### src/rtl/csr_pkg.sv
// Shared definitions for the CSR request sequencer: CSR unit op codes,
// machine CSR addresses, request kinds and sequencer states.
package csr_pkg;

  localparam logic [2:0] OP_EXC  = 3'b000;
  localparam logic [2:0] OP_MRET = 3'b001;
  localparam logic [2:0] OP_IDLE = 3'b010;
  localparam logic [2:0] OP_RW   = 3'b101;
  localparam logic [2:0] OP_RS   = 3'b110;
  localparam logic [2:0] OP_RC   = 3'b111;

  localparam logic [11:0] CSR_MSTATUS = 12'h300;
  localparam logic [11:0] CSR_MIE     = 12'h304;
  localparam logic [11:0] CSR_MTVEC   = 12'h305;
  localparam logic [11:0] CSR_MEPC    = 12'h341;
  localparam logic [11:0] CSR_MCAUSE  = 12'h342;
  localparam logic [11:0] CSR_MIP     = 12'h344;

  typedef enum logic [1:0] {
    KIND_CSR  = 2'b00,
    KIND_MRET = 2'b01,
    KIND_TRAP = 2'b10,
    KIND_RSVD = 2'b11
  } req_kind_e;

  typedef enum logic [2:0] {
    ST_IDLE,
    ST_ISSUE,
    ST_CAPTURE,
    ST_TRAP_ISSUE,
    ST_TRAP_CAPTURE,
    ST_RESPOND
  } state_e;

  // The exception op carries the cause in the address field.
  function automatic logic [11:0] exc_addr(input logic [4:0] cause);
    return {7'b0, cause};
  endfunction

endpackage

### src/rtl/csr_insn_decode.sv
// Combinational decode of a CSR instruction's funct3 into the CSR unit op
// and the value to combine with the CSR (rs1 or zero-extended zimm).
module csr_insn_decode
  import csr_pkg::*;
(
  input  logic [2:0]  funct3,
  input  logic [31:0] rs1_value,
  input  logic [4:0]  zimm,
  output logic [2:0]  op,
  output logic [31:0] write_value,
  output logic        illegal
);

  always_comb begin
    op          = OP_IDLE;
    illegal     = 1'b0;
    // funct3[2] selects the immediate forms.
    write_value = funct3[2] ? {27'b0, zimm} : rs1_value;
    case (funct3[1:0])
      2'b01:   op = OP_RW;
      2'b10:   op = OP_RS;
      2'b11:   op = OP_RC;
      default: illegal = 1'b1;
    endcase
  end

endmodule

### src/rtl/csr_sequencer.sv
// Sequences one SYSTEM request (CSR insn, MRET, trap) through the CSR unit
// port and returns an rd writeback or PC redirect; faults become exceptions.
module csr_sequencer
  import csr_pkg::*;
#(
  parameter logic [4:0] ILLEGAL_INSN_CAUSE = 5'h02
) (
  input  logic        clk,
  input  logic        reset,
  input  logic        req_valid,
  output logic        req_ready,
  input  logic [1:0]  req_kind,
  input  logic [2:0]  req_funct3,
  input  logic [11:0] req_csr,
  input  logic [31:0] req_rs1_value,
  input  logic [4:0]  req_zimm,
  input  logic        req_rd_zero,
  input  logic [31:0] req_pc,
  input  logic [4:0]  req_cause,
  output logic        rsp_valid,
  input  logic        rsp_ready,
  output logic        rsp_rd_write,
  output logic [31:0] rsp_rd_value,
  output logic        rsp_redirect,
  output logic [31:0] rsp_pc,
  output logic [2:0]  csr_op,
  output logic [11:0] csr_addr_exception,
  output logic [31:0] csr_write_value,
  input  logic [31:0] csr_read_value,
  input  logic        csr_fault
);

  state_e      state_reg, state_next;

  logic [2:0]  csr_op_reg, csr_op_next;
  logic [11:0] csr_addr_reg, csr_addr_next;
  logic [31:0] csr_wdata_reg, csr_wdata_next;

  logic        rsp_valid_reg, rsp_valid_next;
  logic        rsp_rd_write_reg, rsp_rd_write_next;
  logic [31:0] rsp_rd_value_reg, rsp_rd_value_next;
  logic        rsp_redirect_reg, rsp_redirect_next;
  logic [31:0] rsp_pc_reg, rsp_pc_next;

  req_kind_e   kind_reg;
  logic        rd_zero_reg;
  logic [31:0] pc_reg;

  logic [2:0]  dec_op;
  logic [31:0] dec_write_value;
  logic        dec_illegal;
  logic        accept;

  csr_insn_decode u_decode (
    .funct3      (req_funct3),
    .rs1_value   (req_rs1_value),
    .zimm        (req_zimm),
    .op          (dec_op),
    .write_value (dec_write_value),
    .illegal     (dec_illegal)
  );

  assign req_ready = (state_reg == ST_IDLE);
  assign accept    = req_valid && req_ready;

  always_ff @(posedge clk) begin
    if (reset) begin
      state_reg        <= ST_IDLE;
      csr_op_reg       <= OP_IDLE;
      csr_addr_reg     <= '0;
      csr_wdata_reg    <= '0;
      rsp_valid_reg    <= 1'b0;
      rsp_rd_write_reg <= 1'b0;
      rsp_rd_value_reg <= '0;
      rsp_redirect_reg <= 1'b0;
      rsp_pc_reg       <= '0;
    end else begin
      state_reg        <= state_next;
      csr_op_reg       <= csr_op_next;
      csr_addr_reg     <= csr_addr_next;
      csr_wdata_reg    <= csr_wdata_next;
      rsp_valid_reg    <= rsp_valid_next;
      rsp_rd_write_reg <= rsp_rd_write_next;
      rsp_rd_value_reg <= rsp_rd_value_next;
      rsp_redirect_reg <= rsp_redirect_next;
      rsp_pc_reg       <= rsp_pc_next;
    end
  end

  // Request context needed after the accept cycle.
  always_ff @(posedge clk) begin
    if (reset) begin
      kind_reg    <= KIND_CSR;
      rd_zero_reg <= 1'b0;
      pc_reg      <= '0;
    end else if (accept) begin
      kind_reg    <= req_kind_e'(req_kind);
      rd_zero_reg <= req_rd_zero;
      pc_reg      <= req_pc;
    end
  end

  // Outputs are registered, so each transition loads the values the
  // destination state must present on the following cycle.
  always_comb begin
    state_next        = state_reg;
    csr_op_next       = OP_IDLE;
    csr_addr_next     = '0;
    csr_wdata_next    = '0;
    rsp_valid_next    = rsp_valid_reg;
    rsp_rd_write_next = rsp_rd_write_reg;
    rsp_rd_value_next = rsp_rd_value_reg;
    rsp_redirect_next = rsp_redirect_reg;
    rsp_pc_next       = rsp_pc_reg;

    case (state_reg)
      ST_IDLE: begin
        if (accept) begin
          case (req_kind_e'(req_kind))
            KIND_CSR: begin
              if (dec_illegal) begin
                state_next     = ST_TRAP_ISSUE;
                csr_op_next    = OP_EXC;
                csr_addr_next  = exc_addr(ILLEGAL_INSN_CAUSE);
                csr_wdata_next = req_pc;
              end else begin
                state_next     = ST_ISSUE;
                csr_op_next    = dec_op;
                csr_addr_next  = req_csr;
                csr_wdata_next = dec_write_value;
              end
            end
            KIND_MRET: begin
              state_next  = ST_ISSUE;
              csr_op_next = OP_MRET;
            end
            KIND_TRAP: begin
              state_next     = ST_TRAP_ISSUE;
              csr_op_next    = OP_EXC;
              csr_addr_next  = exc_addr(req_cause);
              csr_wdata_next = req_pc;
            end
            default: begin
              state_next     = ST_TRAP_ISSUE;
              csr_op_next    = OP_EXC;
              csr_addr_next  = exc_addr(ILLEGAL_INSN_CAUSE);
              csr_wdata_next = req_pc;
            end
          endcase
        end
      end

      ST_ISSUE: state_next = ST_CAPTURE;

      ST_CAPTURE: begin
        if (kind_reg == KIND_MRET) begin
          state_next        = ST_RESPOND;
          rsp_valid_next    = 1'b1;
          rsp_rd_write_next = 1'b0;
          rsp_rd_value_next = '0;
          rsp_redirect_next = 1'b1;
          rsp_pc_next       = csr_read_value;
        end else if (csr_fault) begin
          // The faulting access left CSR state untouched; raise the exception.
          state_next     = ST_TRAP_ISSUE;
          csr_op_next    = OP_EXC;
          csr_addr_next  = exc_addr(ILLEGAL_INSN_CAUSE);
          csr_wdata_next = pc_reg;
        end else begin
          state_next        = ST_RESPOND;
          rsp_valid_next    = 1'b1;
          rsp_rd_write_next = !rd_zero_reg;
          rsp_rd_value_next = csr_read_value;
          rsp_redirect_next = 1'b0;
          rsp_pc_next       = '0;
        end
      end

      ST_TRAP_ISSUE: state_next = ST_TRAP_CAPTURE;

      ST_TRAP_CAPTURE: begin
        state_next        = ST_RESPOND;
        rsp_valid_next    = 1'b1;
        rsp_rd_write_next = 1'b0;
        rsp_rd_value_next = '0;
        rsp_redirect_next = 1'b1;
        rsp_pc_next       = csr_read_value;
      end

      ST_RESPOND: begin
        if (rsp_ready) begin
          state_next     = ST_IDLE;
          rsp_valid_next = 1'b0;
        end
      end

      default: state_next = ST_IDLE;
    endcase
  end

  assign csr_op             = csr_op_reg;
  assign csr_addr_exception = csr_addr_reg;
  assign csr_write_value    = csr_wdata_reg;
  assign rsp_valid          = rsp_valid_reg;
  assign rsp_rd_write       = rsp_rd_write_reg;
  assign rsp_rd_value       = rsp_rd_value_reg;
  assign rsp_redirect       = rsp_redirect_reg;
  assign rsp_pc             = rsp_pc_reg;

endmodule

### config.mk
export PLATFORM = sky130hd
export DESIGN_NAME = csr_sequencer
export DESIGN_NICKNAME = d
export VERILOG_FILES = /design/src/rtl/csr_pkg.sv /design/src/rtl/csr_insn_decode.sv /design/src/rtl/csr_sequencer.sv
export SDC_FILE = /design/constraint.sdc
export NUM_CORES = 1
export LEC_CHECK = 0
export ABC_AREA = 1
export BUFFER_PORTS_ARGS = -buffer_cell sky130_fd_sc_hd__buf_2
export CORE_MARGIN = 2
export CORE_UTILIZATION = 30
export CTS_BUF_LIST = sky130_fd_sc_hd__clkbuf_8
export CTS_CLUSTER_DIAMETER = 30
export DETAILED_ROUTE_END_ITERATION = 6
export MAX_ROUTING_LAYER = met4
export PLACE_DENSITY_LB_ADDON = 0.1
export SETUP_SLACK_MARGIN = 0.5
export SYNTH_ARGS = -nofsm -noshare
export SYNTH_HDL_FRONTEND = slang
export SYNTH_SLANG_ARGS = --single-unit
### constraint.sdc
create_clock -name clk -period 1.9 [get_ports clk]
set_clock_uncertainty 0.1 [all_clocks]
set_input_delay 0.095 -clock clk [delete_from_list [all_inputs] [get_ports clk]]
set_output_delay 0.095 -clock clk [all_outputs]
set_load 0.01 [all_outputs]
==> results.sh <==
export IMPL_outcome="finished clean"
export IMPL_pin_count=244
export IMPL_die_height_um=156
export IMPL_synth_top_family_by_area="simple AND/OR/NAND/NOR gates"
export IMPL_syn_instance_count=1016
export IMPL_grt_antenna_before_repair=1
export IMPL_fin_total_pwr_mw=12.5
export IMPL_clock_insertion_delay_worst_skew_ns=0.45
export IMPL_power_leakage_nw=5.70
export IMPL_hpwl_um=14700
export IMPL_netlist_area_um2=6970
export IMPL_synth_xor_area_frac=0
export IMPL_cts_htree_levels=4
export IMPL_post_synthesis_sequential_area_ratio=0.437
export IMPL_timing_final_crit_period_ns=1.53
export IMPL_timing_hold_worst_class="input port to flop"
export IMPL_final_max_slew_viol_count=0
export IMPL_rsz0062_at_grt="true"
export IMPL_peakVddDrop_v=0.000541
export IMPL_setup_worst_path_class="flop to flop"
export IMPL_synth_compound_gate_area_share=0.152
export IMPL_tightestPinTransition_ns=0.568
export IMPL_grt_first_pass_wirelength_um=39800
export IMPL_fmaxAchievable_mhz=653
export IMPL_ctsRootBufferMaster="clkbuf_8"
export IMPL_register_to_register_setup_slack_ns=0.37
export IMPL_grt_pass1_vias=7641
export IMPL_row_count=55
export IMPL_place_port_buffers=243
export IMPL_total_negative_setup_slack_ns=0
export IMPL_worstPathMaxFanout=8
export IMPL_synth_area_mux_share=0
export IMPL_routabilityCongestion=0.775
export IMPL_yosysUniqueCellTypes=24
export IMPL_drt_pre_antenna_iters=5
export IMPL_synth_adder_area_share=0
export IMPL_synth_warnings=0
export IMPL_areal_power_density_over_the_cells_nw_per_um2=1070
export IMPL_global_route_overflow_total=0
export IMPL_power_net_switching_mw=4.63
export IMPL_die_area_um2=24500
export IMPL_critical_path_endpoint_type="flop"
export IMPL_syn_num_nets=1145
export IMPL_starting_drc_count_in_detailed_routing=466
export IMPL_core_area_um2=22700
export IMPL_via_per_instance_ratio=4.73
export IMPL_power_switching_fraction=0.369
export IMPL_cts_path_max_buffers=2
export IMPL_hold_violation_count_in_the_final_report=0
export IMPL_synth_area_per_cell_um2=6.86
export IMPL_postRouteWirelength_um=28600
export IMPL_track_usage=0.212
export IMPL_tritoncts="built"
export IMPL_max_cap_violations=0
export IMPL_finalNetCount=1557
export IMPL_antenna_violating_nets_left=0
export IMPL_finalSetupViolations=0
export IMPL_combinationalPowerShare=0.470
export IMPL_share_clk_of_total_power=0.204
export IMPL_synth_seq_cells=152
export IMPL_critical_path_at_ns=1.83
export IMPL_fillerInstances=2244
export IMPL_worst_slew_margin_rel=0.621
export IMPL_areaGrowthSynthToFinish_pct=67.7
export IMPL_grt_start_max_net_pins=106
export IMPL_drc=0
export IMPL_tritoncts_num_buffers=17
export IMPL_min_period_over_period=0.806
export IMPL_p_int_mw=7.90
export IMPL_fraction_of_layout_instances_using_a_drive_strength_above_1=0.306
export IMPL_required_ns=2.20
export IMPL_synth_simple_gate_area_frac=0.311
export IMPL_startpoint_type="flop"
export IMPL_floorplan_initialDensity=0.307
export IMPL_seq_power_share=0.326
export IMPL_cts_clk_slew_worst_paths_ns=0.09
export IMPL_routed_wire_length_per_instance_um=16.6
export IMPL_tritoncts_num_sinks=152
export IMPL_dr_total_vias=8165
export IMPL_die_w_um=156
path summary, 6_finish.rpt:
path,from,endpoint,cells after the start
setup / recovery,state_reg[0],rsp_rd_value[10],9
hold / removal,csr_fault,csr_write_value[2],5
hold reg to reg,pc_reg[0],pc_reg[0],2
setup reg to reg,state_reg[0],rsp_rd_value[10],9
power by group through the flow:
stage / registers (mW) / logic (mW) / clock network (mW)
2_1_floorplan: 4.24 / 2.10 / 0
3_3_place_gp: 4.12 / 3.45 / 0
3_5_place_dp: 4.11 / 3.45 / 0
4_1_cts: 4.05 / 4.65 / 2.63
5_1_grt: 4.15 / 6.35 / 2.75
6_report: 4.08 / 5.90 / 2.56
area by class of cell:
| type | count | area [um2] | share of cell area |
|---|---|---|---|
| diodes | 1 | 2.50 | 0.000214 |
| well taps | 285 | 357 | 0.0305 |
| clock buffers | 18 | 248 | 0.0212 |
| clock inverters | 14 | 148 | 0.0126 |
| multi-input cells | 702 | 3480 | 0.298 |
| repair buffers | 468 | 4050 | 0.347 |
| inverters | 87 | 342 | 0.0292 |
| flip-flops and latches | 152 | 3060 | 0.261 |
placed cells by master (no fill, tap or decap), drive strengths merged, types with 2 or more instances in the layout:
master | Yosys | layout
a21oi | 135 | 135
buf | 36 | 325
bufinv | 0 | 2
clkbuf | 40 | 34
clkinv | 0 | 4
clkinvlp | 0 | 4
dfxtp | 152 | 152
dlygate4sd3 | 0 | 127
inv | 87 | 91
nand2 | 305 | 306
nand3 | 85 | 85
nand3b | 33 | 33
nand4 | 6 | 6
nor2 | 68 | 68
o21ai | 66 | 66
per-layer routing:
metal,part of all wire,up-vias,GRT usage
li1,-,4093,-
met1,0.44,3773,0.260
met2,0.49,268,0.360
met3,0.057,31,0.0371
met4,0.016,0,0.0599
met5,0,-,-
critical path, cell delays in order, from the launching register on:
cell and delay, ns:
dfxtp_4 0.38, buf_6 0.12, nor2_4 0.11, nand2_4 0.09, buf_6 0.13, buf_12 0.14
clkbuf_16 0.17, nand3b_1 0.09, nand2_1 0.06, nor2_1 0.07
logic make-up after synthesis:
group	after synthesis
simple gates	498
compound gates	203
buf+inv	163
flops	152
Yosys cell counts:
cell      instances  area [um2]
nand2_1         292        1100
dfxtp_1         152        3040
a21oi_1         125         626
nand3_1          85         425
inv_1            84         315
nor2_1           64         240
o21ai_0          56         280
clkbuf_1         39         146
nand3b_1         33         248
buf_2            25         125
nand2_2          12        75.1
a21oi_2          10        87.6
o21ai_1          10        50.1
buf_4             7        52.6
nand4_1           6        37.5
buf_6             4        45.0
inv_2             3        11.3
nor2_2            3        18.8
a31oi_1           1        6.26
clkbuf_2          1        5.00
nand2_4           1        11.3
nor2_4            1        11.3
nor3_1            1        5.00
o22ai_1           1        6.26
per-stage QoR:
step	setup slack, ns	util	hold slack (ns)	cells	area (um2)
after global placement	0.306	0.374	0.211	1493	8490
after CTS	0.385	0.473	0.00178	1679	10700
after floorplan	0.504	-	0.107	1016	6970
after global routing	0.276	0.515	0.0511	1727	11700
final	0.369	0.515	0.0304	1727	11700
after detailed placement	0.299	0.374	0.218	1493	8490
timing repair:
action                                  CTS  global route
cloned                                    9            24
pin swaps                                 6            38
setup buffers                            18            23
resized for setup                        44            73
hold buffers                            127             0
endpoints found under the setup margin  145           148
hold endpoints to repair                149             0
No activity file was read; power rests on OpenSTA's default activity.
